$ cat src/rtl/ram8_ctrl_pkg.sv
// Shared types and defaults for the two-port RAM8 front end.
// Pure declarations: no latency, no flow control.
package ram8_ctrl_pkg;

    localparam int DEF_DATA_W = 16;
    localparam int DEF_ADDR_W = 3;

    typedef enum logic {
        ST_CLEAR = 1'b0,
        ST_SERVE = 1'b1
    } state_e;

    function automatic state_e entry_state(input bit clear_on_reset);
        return clear_on_reset ? ST_CLEAR : ST_SERVE;
    endfunction

endpackage

$ cat src/rtl/rr_arb2.sv
// Two-way round-robin grant; combinational, zero latency.
// On conflict the requester that was not served last wins; a lone request always wins.
module rr_arb2 (
    input  logic [1:0] req,
    input  logic       last,
    output logic [1:0] gnt
);

    always_comb begin
        gnt = req;
        if (req == 2'b11) begin
            gnt = last ? 2'b01 : 2'b10;
        end
    end

endmodule

$ cat src/rtl/ram8_arbiter.sv
// Arbitrates two requesters onto one RAM8 port, optionally zero-filling it after reset.
// Grants same cycle, read data one cycle later; no grants while busy clearing.
module ram8_arbiter
    import ram8_ctrl_pkg::*;
#(
    parameter int DATA_W         = DEF_DATA_W,
    parameter int ADDR_W         = DEF_ADDR_W,
    parameter bit CLEAR_ON_RESET = 1'b1
) (
    input  logic              clock,
    input  logic              reset_n,
    input  logic              req0,
    input  logic              req1,
    input  logic              we0,
    input  logic              we1,
    input  logic [ADDR_W-1:0] addr0,
    input  logic [ADDR_W-1:0] addr1,
    input  logic [DATA_W-1:0] wdata0,
    input  logic [DATA_W-1:0] wdata1,
    output logic              gnt0,
    output logic              gnt1,
    output logic              rvalid0,
    output logic              rvalid1,
    output logic [DATA_W-1:0] rdata,
    output logic              busy,
    output logic [DATA_W-1:0] ram_in,
    output logic              ram_load,
    output logic [ADDR_W-1:0] ram_address,
    input  logic [DATA_W-1:0] ram_out
);

    localparam state_e            ENTRY_ST = entry_state(CLEAR_ON_RESET);
    localparam logic [ADDR_W-1:0] CLR_LAST = '1;

    state_e              state_q, state_d;
    logic [ADDR_W-1:0]   clr_cnt_q, clr_cnt_d;
    logic                last_q, last_d;
    logic [DATA_W-1:0]   rdata_q, rdata_d;
    logic                rvalid0_q, rvalid0_d;
    logic                rvalid1_q, rvalid1_d;
    logic [ADDR_W-1:0]   addr_q;
    logic [1:0]          arb_gnt;

    rr_arb2 u_arb (
        .req  ({req1, req0}),
        .last (last_q),
        .gnt  (arb_gnt)
    );

    always_comb begin
        state_d     = state_q;
        clr_cnt_d   = clr_cnt_q;
        last_d      = last_q;
        rdata_d     = rdata_q;
        rvalid0_d   = 1'b0;
        rvalid1_d   = 1'b0;
        busy        = 1'b0;
        gnt0        = 1'b0;
        gnt1        = 1'b0;
        ram_load    = 1'b0;
        ram_in      = '0;
        ram_address = addr_q;

        case (state_q)
            ST_CLEAR: begin
                busy        = 1'b1;
                ram_load    = 1'b1;
                ram_address = clr_cnt_q;
                clr_cnt_d   = clr_cnt_q + 1'b1;
                if (clr_cnt_q == CLR_LAST) begin
                    state_d = ST_SERVE;
                end
            end
            ST_SERVE: begin
                gnt0 = arb_gnt[0];
                gnt1 = arb_gnt[1];
                if (arb_gnt[0]) begin
                    ram_address = addr0;
                    ram_in      = wdata0;
                    ram_load    = we0;
                    last_d      = 1'b0;
                    if (!we0) begin
                        rvalid0_d = 1'b1;
                        rdata_d   = ram_out;
                    end
                end else if (arb_gnt[1]) begin
                    ram_address = addr1;
                    ram_in      = wdata1;
                    ram_load    = we1;
                    last_d      = 1'b1;
                    if (!we1) begin
                        rvalid1_d = 1'b1;
                        rdata_d   = ram_out;
                    end
                end
            end
        endcase
    end

    // addr_q follows the driven address so idle cycles keep the RAM pointed at the last access.
    always_ff @(posedge clock or negedge reset_n) begin
        if (!reset_n) begin
            state_q   <= ENTRY_ST;
            clr_cnt_q <= '0;
            last_q    <= 1'b1;
            rdata_q   <= '0;
            rvalid0_q <= 1'b0;
            rvalid1_q <= 1'b0;
            addr_q    <= '0;
        end else begin
            state_q   <= state_d;
            clr_cnt_q <= clr_cnt_d;
            last_q    <= last_d;
            rdata_q   <= rdata_d;
            rvalid0_q <= rvalid0_d;
            rvalid1_q <= rvalid1_d;
            addr_q    <= ram_address;
        end
    end

    assign rdata   = rdata_q;
    assign rvalid0 = rvalid0_q;
    assign rvalid1 = rvalid1_q;

endmodule
$ cat config.mk
export PLATFORM = sky130hd
export DESIGN_NAME = ram8_arbiter
export DESIGN_NICKNAME = d
export VERILOG_FILES = /design/src/rtl/ram8_ctrl_pkg.sv /design/src/rtl/rr_arb2.sv /design/src/rtl/ram8_arbiter.sv
export SDC_FILE = /design/constraint.sdc
export NUM_CORES = 1
export LEC_CHECK = 0
export CAP_MARGIN = 25
export CORE_MARGIN = 2
export CORE_UTILIZATION = 36
export DETAILED_ROUTE_END_ITERATION = 12
export GPL_ROUTABILITY_DRIVEN = 0
export PLACE_DENSITY = 0.95
export SYNTH_ARGS = -nofsm -noshare
export SYNTH_HDL_FRONTEND = slang
export SYNTH_HIERARCHICAL = 1
export SYNTH_SLANG_ARGS = --single-unit
$ cat constraint.sdc
create_clock -name clock -period 2.9 [get_ports clock]
set_clock_uncertainty 0.05 [all_clocks]
set_input_delay 0.29 -clock clock [delete_from_list [all_inputs] [get_ports clock]]
set_output_delay 0.29 -clock clock [all_outputs]
set_load 0.02 [all_outputs]
==> metrics.txt <==
# TYPE chip_impl_metric gauge
chip_impl_metric{name="clock_tree.buffer_depth",unit=""} 2
chip_impl_info{name="run_status",value="finished clean"} 1
chip_impl_metric{name="globalRouteTotalUtil",unit="%"} 17.7
chip_impl_metric{name="pre_cts_slack",unit="ns"} 0.156
chip_impl_metric{name="post_synth_and_or_nand_nor_area_fraction",unit="%"} 4.69
chip_impl_metric{name="detail_route.wl_per_cell",unit="um"} 14.6
chip_impl_metric{name="synth_top_area_share",unit="%"} 46.9
chip_impl_metric{name="area_delta_synth_final",unit="%"} 82.5
chip_impl_info{name="post-synth-top-area-cell",value="dfrtp_1"} 1
chip_impl_metric{name="start_util",unit="%"} 37.0
chip_impl_metric{name="slowest_stage_delay_cp",unit="ns"} 0.53
chip_impl_metric{name="ys.warnings.count",unit=""} 6
chip_impl_metric{name="worstPathArrival",unit="ns"} 2.42
chip_impl_metric{name="drtIter0Drc",unit=""} 17
chip_impl_metric{name="io_buffer_count",unit=""} 100
chip_impl_info{name="min_path_type",value="input pin to asynchronous set/reset pin"} 1
chip_impl_metric{name="vias_in_the_first_global_route",unit=""} 1225
chip_impl_metric{name="holdBufCountCts",unit=""} 0
chip_impl_info{name="grt_setup_unrepaired",value="false"} 1
chip_impl_metric{name="insertion_delay_of_the_later_clocked_pin_in_the_worst_skew_pair",unit="ns"} 0.27
chip_impl_metric{name="vdd.ir_drop.worst",unit="V"} 0.000306
chip_impl_info{name="mostFrequentLayoutCell",value="clkdlybuf4s50_1"} 1
chip_impl_metric{name="timing.fmax",unit="MHz"} 362
chip_impl_metric{name="grt_antenna_before_repair",unit=""} 0
chip_impl_metric{name="period_minus_slack",unit="ns"} 2.76
chip_impl_metric{name="detailroute.via_count",unit=""} 1208
chip_impl_metric{name="numCtsBuffers",unit=""} 3
chip_impl_metric{name="cts_setup_buffers",unit=""} 0
chip_impl_metric{name="antenna_cells",unit=""} 0
chip_impl_metric{name="maxCapViolCount",unit=""} 0
chip_impl_metric{name="layout_cells_excl_fill",unit=""} 249
chip_impl_info{name="worst_setup_path_start_kind",value="input pin"} 1
chip_impl_metric{name="die_area",unit="um^2"} 4210
chip_impl_metric{name="cts_max_level",unit=""} 1
chip_impl_info{name="tritoncts",value="done"} 1
chip_impl_info{name="critical-path-top-cell-by-count",value="clkdlybuf4s50_1"} 1
chip_impl_metric{name="p_per_area",unit="nW/um^2"} 525
chip_impl_info{name="slowest_stage",value="clkdlybuf4s50_1"} 1
chip_impl_metric{name="timing.hold.ws",unit="ns"} 0.336
chip_impl_metric{name="timing.slew.headroom",unit="%"} 67.5
chip_impl_metric{name="totalWireLength",unit="mm"} 3.64
chip_impl_info{name="path_cells",value="clkdlybuf4s50_1 > a21boi_1 > buf_4 > nand2_4 > clkinv_1 > a22o_1 > clkdlybuf4s50_1"} 1
chip_impl_metric{name="synth-seq-area-share",unit="%"} 48.9
chip_impl_metric{name="period_share",unit="%"} 95.3
chip_impl_metric{name="via_per_inst",unit=""} 4.85
chip_impl_metric{name="num_rows",unit=""} 22
chip_impl_metric{name="layout.nets",unit=""} 264
chip_impl_info{name="timing_worst_setup_path_type",value="input pin to output port"} 1
chip_impl_metric{name="synth-compound-area-share",unit="%"} 15.9
chip_impl_metric{name="route.detailed.drc",unit=""} 0
chip_impl_metric{name="fraction_of_final_layout_cells_with_drive_strength_greater_than_1",unit="%"} 17.9
chip_impl_metric{name="antenna_violating_nets_post_route",unit=""} 0
chip_impl_metric{name="pin_count_of_the_biggest_net_entering_global_routing",unit=""} 27
chip_impl_metric{name="clkTransAtPathRegs",unit="ns"} 0.08
chip_impl_metric{name="gate_count_of_the_mapped_netlist",unit=""} 98
chip_impl_metric{name="timing.reg2reg.setup_slack",unit="ns"} 0.87
chip_impl_metric{name="min_setup_slack_post_route",unit="ns"} 0.135
chip_impl_metric{name="syn_nets",unit=""} 160
chip_impl_metric{name="synth_area",unit="um^2"} 1330
chip_impl_info{name="netlist_top_cells_area",value="dfrtp_1 47%, mux2_4 11%, a22o_1 11%"} 1
chip_impl_metric{name="syn_area_per_cell",unit="um^2"} 13.6
chip_impl_metric{name="globalRouteOverflowTotal",unit=""} 0
chip_impl_metric{name="power.static_leakage",unit="nW"} 1.04
chip_impl_info{name="final_cell_mix",value="100 x clkdlybuf4s50_1, 25 x dfrtp_1, 16 x a22o_1"} 1
chip_impl_metric{name="place.detailed.instances",unit=""} 245
chip_impl_metric{name="ys_types",unit=""} 26
chip_impl_metric{name="cts.sinks",unit=""} 26
chip_impl_info{name="cts-root-buf",value="clkbuf_8"} 1
chip_impl_metric{name="final.setup.tns",unit="ns"} 0
chip_impl_metric{name="finalPower",unit="mW"} 1.28
chip_impl_metric{name="setup_viol",unit=""} 0
chip_impl_metric{name="synth_seq_cells",unit=""} 26
chip_impl_metric{name="dieHeight",unit="um"} 64.9
chip_impl_metric{name="io_pins",unit=""} 101
chip_impl_metric{name="mux_cell_area_share_after_synthesis",unit="%"} 22.8
chip_impl_info{name="synth_top_family_by_area",value="multiplexers"} 1
chip_impl_metric{name="hold_viol_final",unit=""} 0
chip_impl_metric{name="timing.critical_path.required",unit="ns"} 2.56
chip_impl_metric{name="worstPathMaxFanout",unit=""} 17
chip_impl_metric{name="synth_adder_area_share",unit="%"} 1.88
chip_impl_metric{name="synth_xor_xnor_area_share",unit="%"} 0.657
chip_impl_metric{name="post_cts_resize_count",unit=""} 0
chip_impl_metric{name="drv_slew",unit=""} 0
chip_impl_metric{name="chipWidth",unit="um"} 64.9
chip_impl_metric{name="dr.pass1.iters",unit=""} 3
chip_impl_metric{name="tightestPinTransition",unit="ns"} 0.487
chip_impl_metric{name="grt_pass1_wl",unit="mm"} 5.62
chip_impl_info{name="critPathCaptureType",value="output port"} 1
chip_impl_metric{name="floorplan.core_area",unit="um^2"} 3610
[cell families (layout without fill, tap and decap cells)]
logic type,Yosys count,after routing
flops,26,26
fa+ha+maj,2,2
mux,24,24
simple gates,11,11
xor+xnor,1,1
compound gates,24,24
buf+inv,10,113
[stage by stage]
step / utilization, % / cell area (um^2)
final: 67.5 / 2430
after global routing: 67.5 / 2430
after CTS: 67.5 / 2430
after detailed placement: 66.0 / 2380
after global placement: 66.0 / 2380
after floorplan: - / 1330
[Yosys cell counts]
library cell and instances:
ha_1 2, o32ai_4 1, nand2_4 2, mux2i_1 3, buf_4 1, buf_6 1
mux2_2 11, nor2_2 1, a21o_1 1, mux2_4 10, nor2_1 1, buf_2 3
a21boi_0 1, nand2_1 5, clkinv_1 1, a22o_1 16, o211ai_1 1, nor3_1 1
dfstp_2 1, xnor2_1 1, or2_2 1, a21boi_1 1, o21ai_0 3, inv_1 3
dfrtp_1 25, buf_12 1
[critical path, delay by kind of cell]
| kind | cells | cell delay, ns |
|---|---|---|
| buffers and inverters | 4 | 1.52 |
| AOI/OAI and AO/OA | 2 | 0.51 |
| and+or+nand+nor | 1 | 0.10 |
[report_power, final]
part / internal (mW) / switching (mW) / leakage, nW
combinational: 0.336 / 0.249 / 0.703
sequential: 0.430 / 0.0348 / 0.311
clock: 0.121 / 0.106 / 0.0288
[metal layers]
metal | wire, um | up-vias | GRT usage [%]
met1 | 1290 | 565 | 17.9
met3 | 409 | 4 | 5.56
li1 | - | 565 | -
met2 | 1900 | 74 | 33.8
met5 | 0 | - | 0
met4 | 40 | 0 | 6.38
[final timing paths]
path,startpoint,to,cells past startpoint
setup reg to reg,last_q$_DFFE_PN1P_,rdata[7]$_DFFE_PN0P_,7
setup / recovery,req0,ram_in[13],7
min in group clock,clr_cnt_q[0]$_DFFE_PN0N_,clr_cnt_q[0]$_DFFE_PN0N_,1
hold reg to reg,clr_cnt_q[0]$_DFFE_PN0N_,clr_cnt_q[0]$_DFFE_PN0N_,1
hold / removal,reset_n,rdata[8]$_DFFE_PN0P_,2
max in group asynchronous,reset_n,last_q$_DFFE_PN1P_,2
[sequential cells by signal (all words and copies together) (netlist names)]
register   count
addr_q         3
rvalid1        1
last_q         1
clr_cnt_q      3
rdata         16
state_q        1
rvalid0        1
[final cells by class]
class | instances | area, um^2
clock buffer | 4 | 55.1
fill | 268 | 1170
inverter | 4 | 15.0
multi-input combinational | 62 | 613
sequential | 26 | 652
tap | 48 | 60.1
timing repair buffer | 105 | 1040
Note: power is estimated with default switching activity, not from simulation.
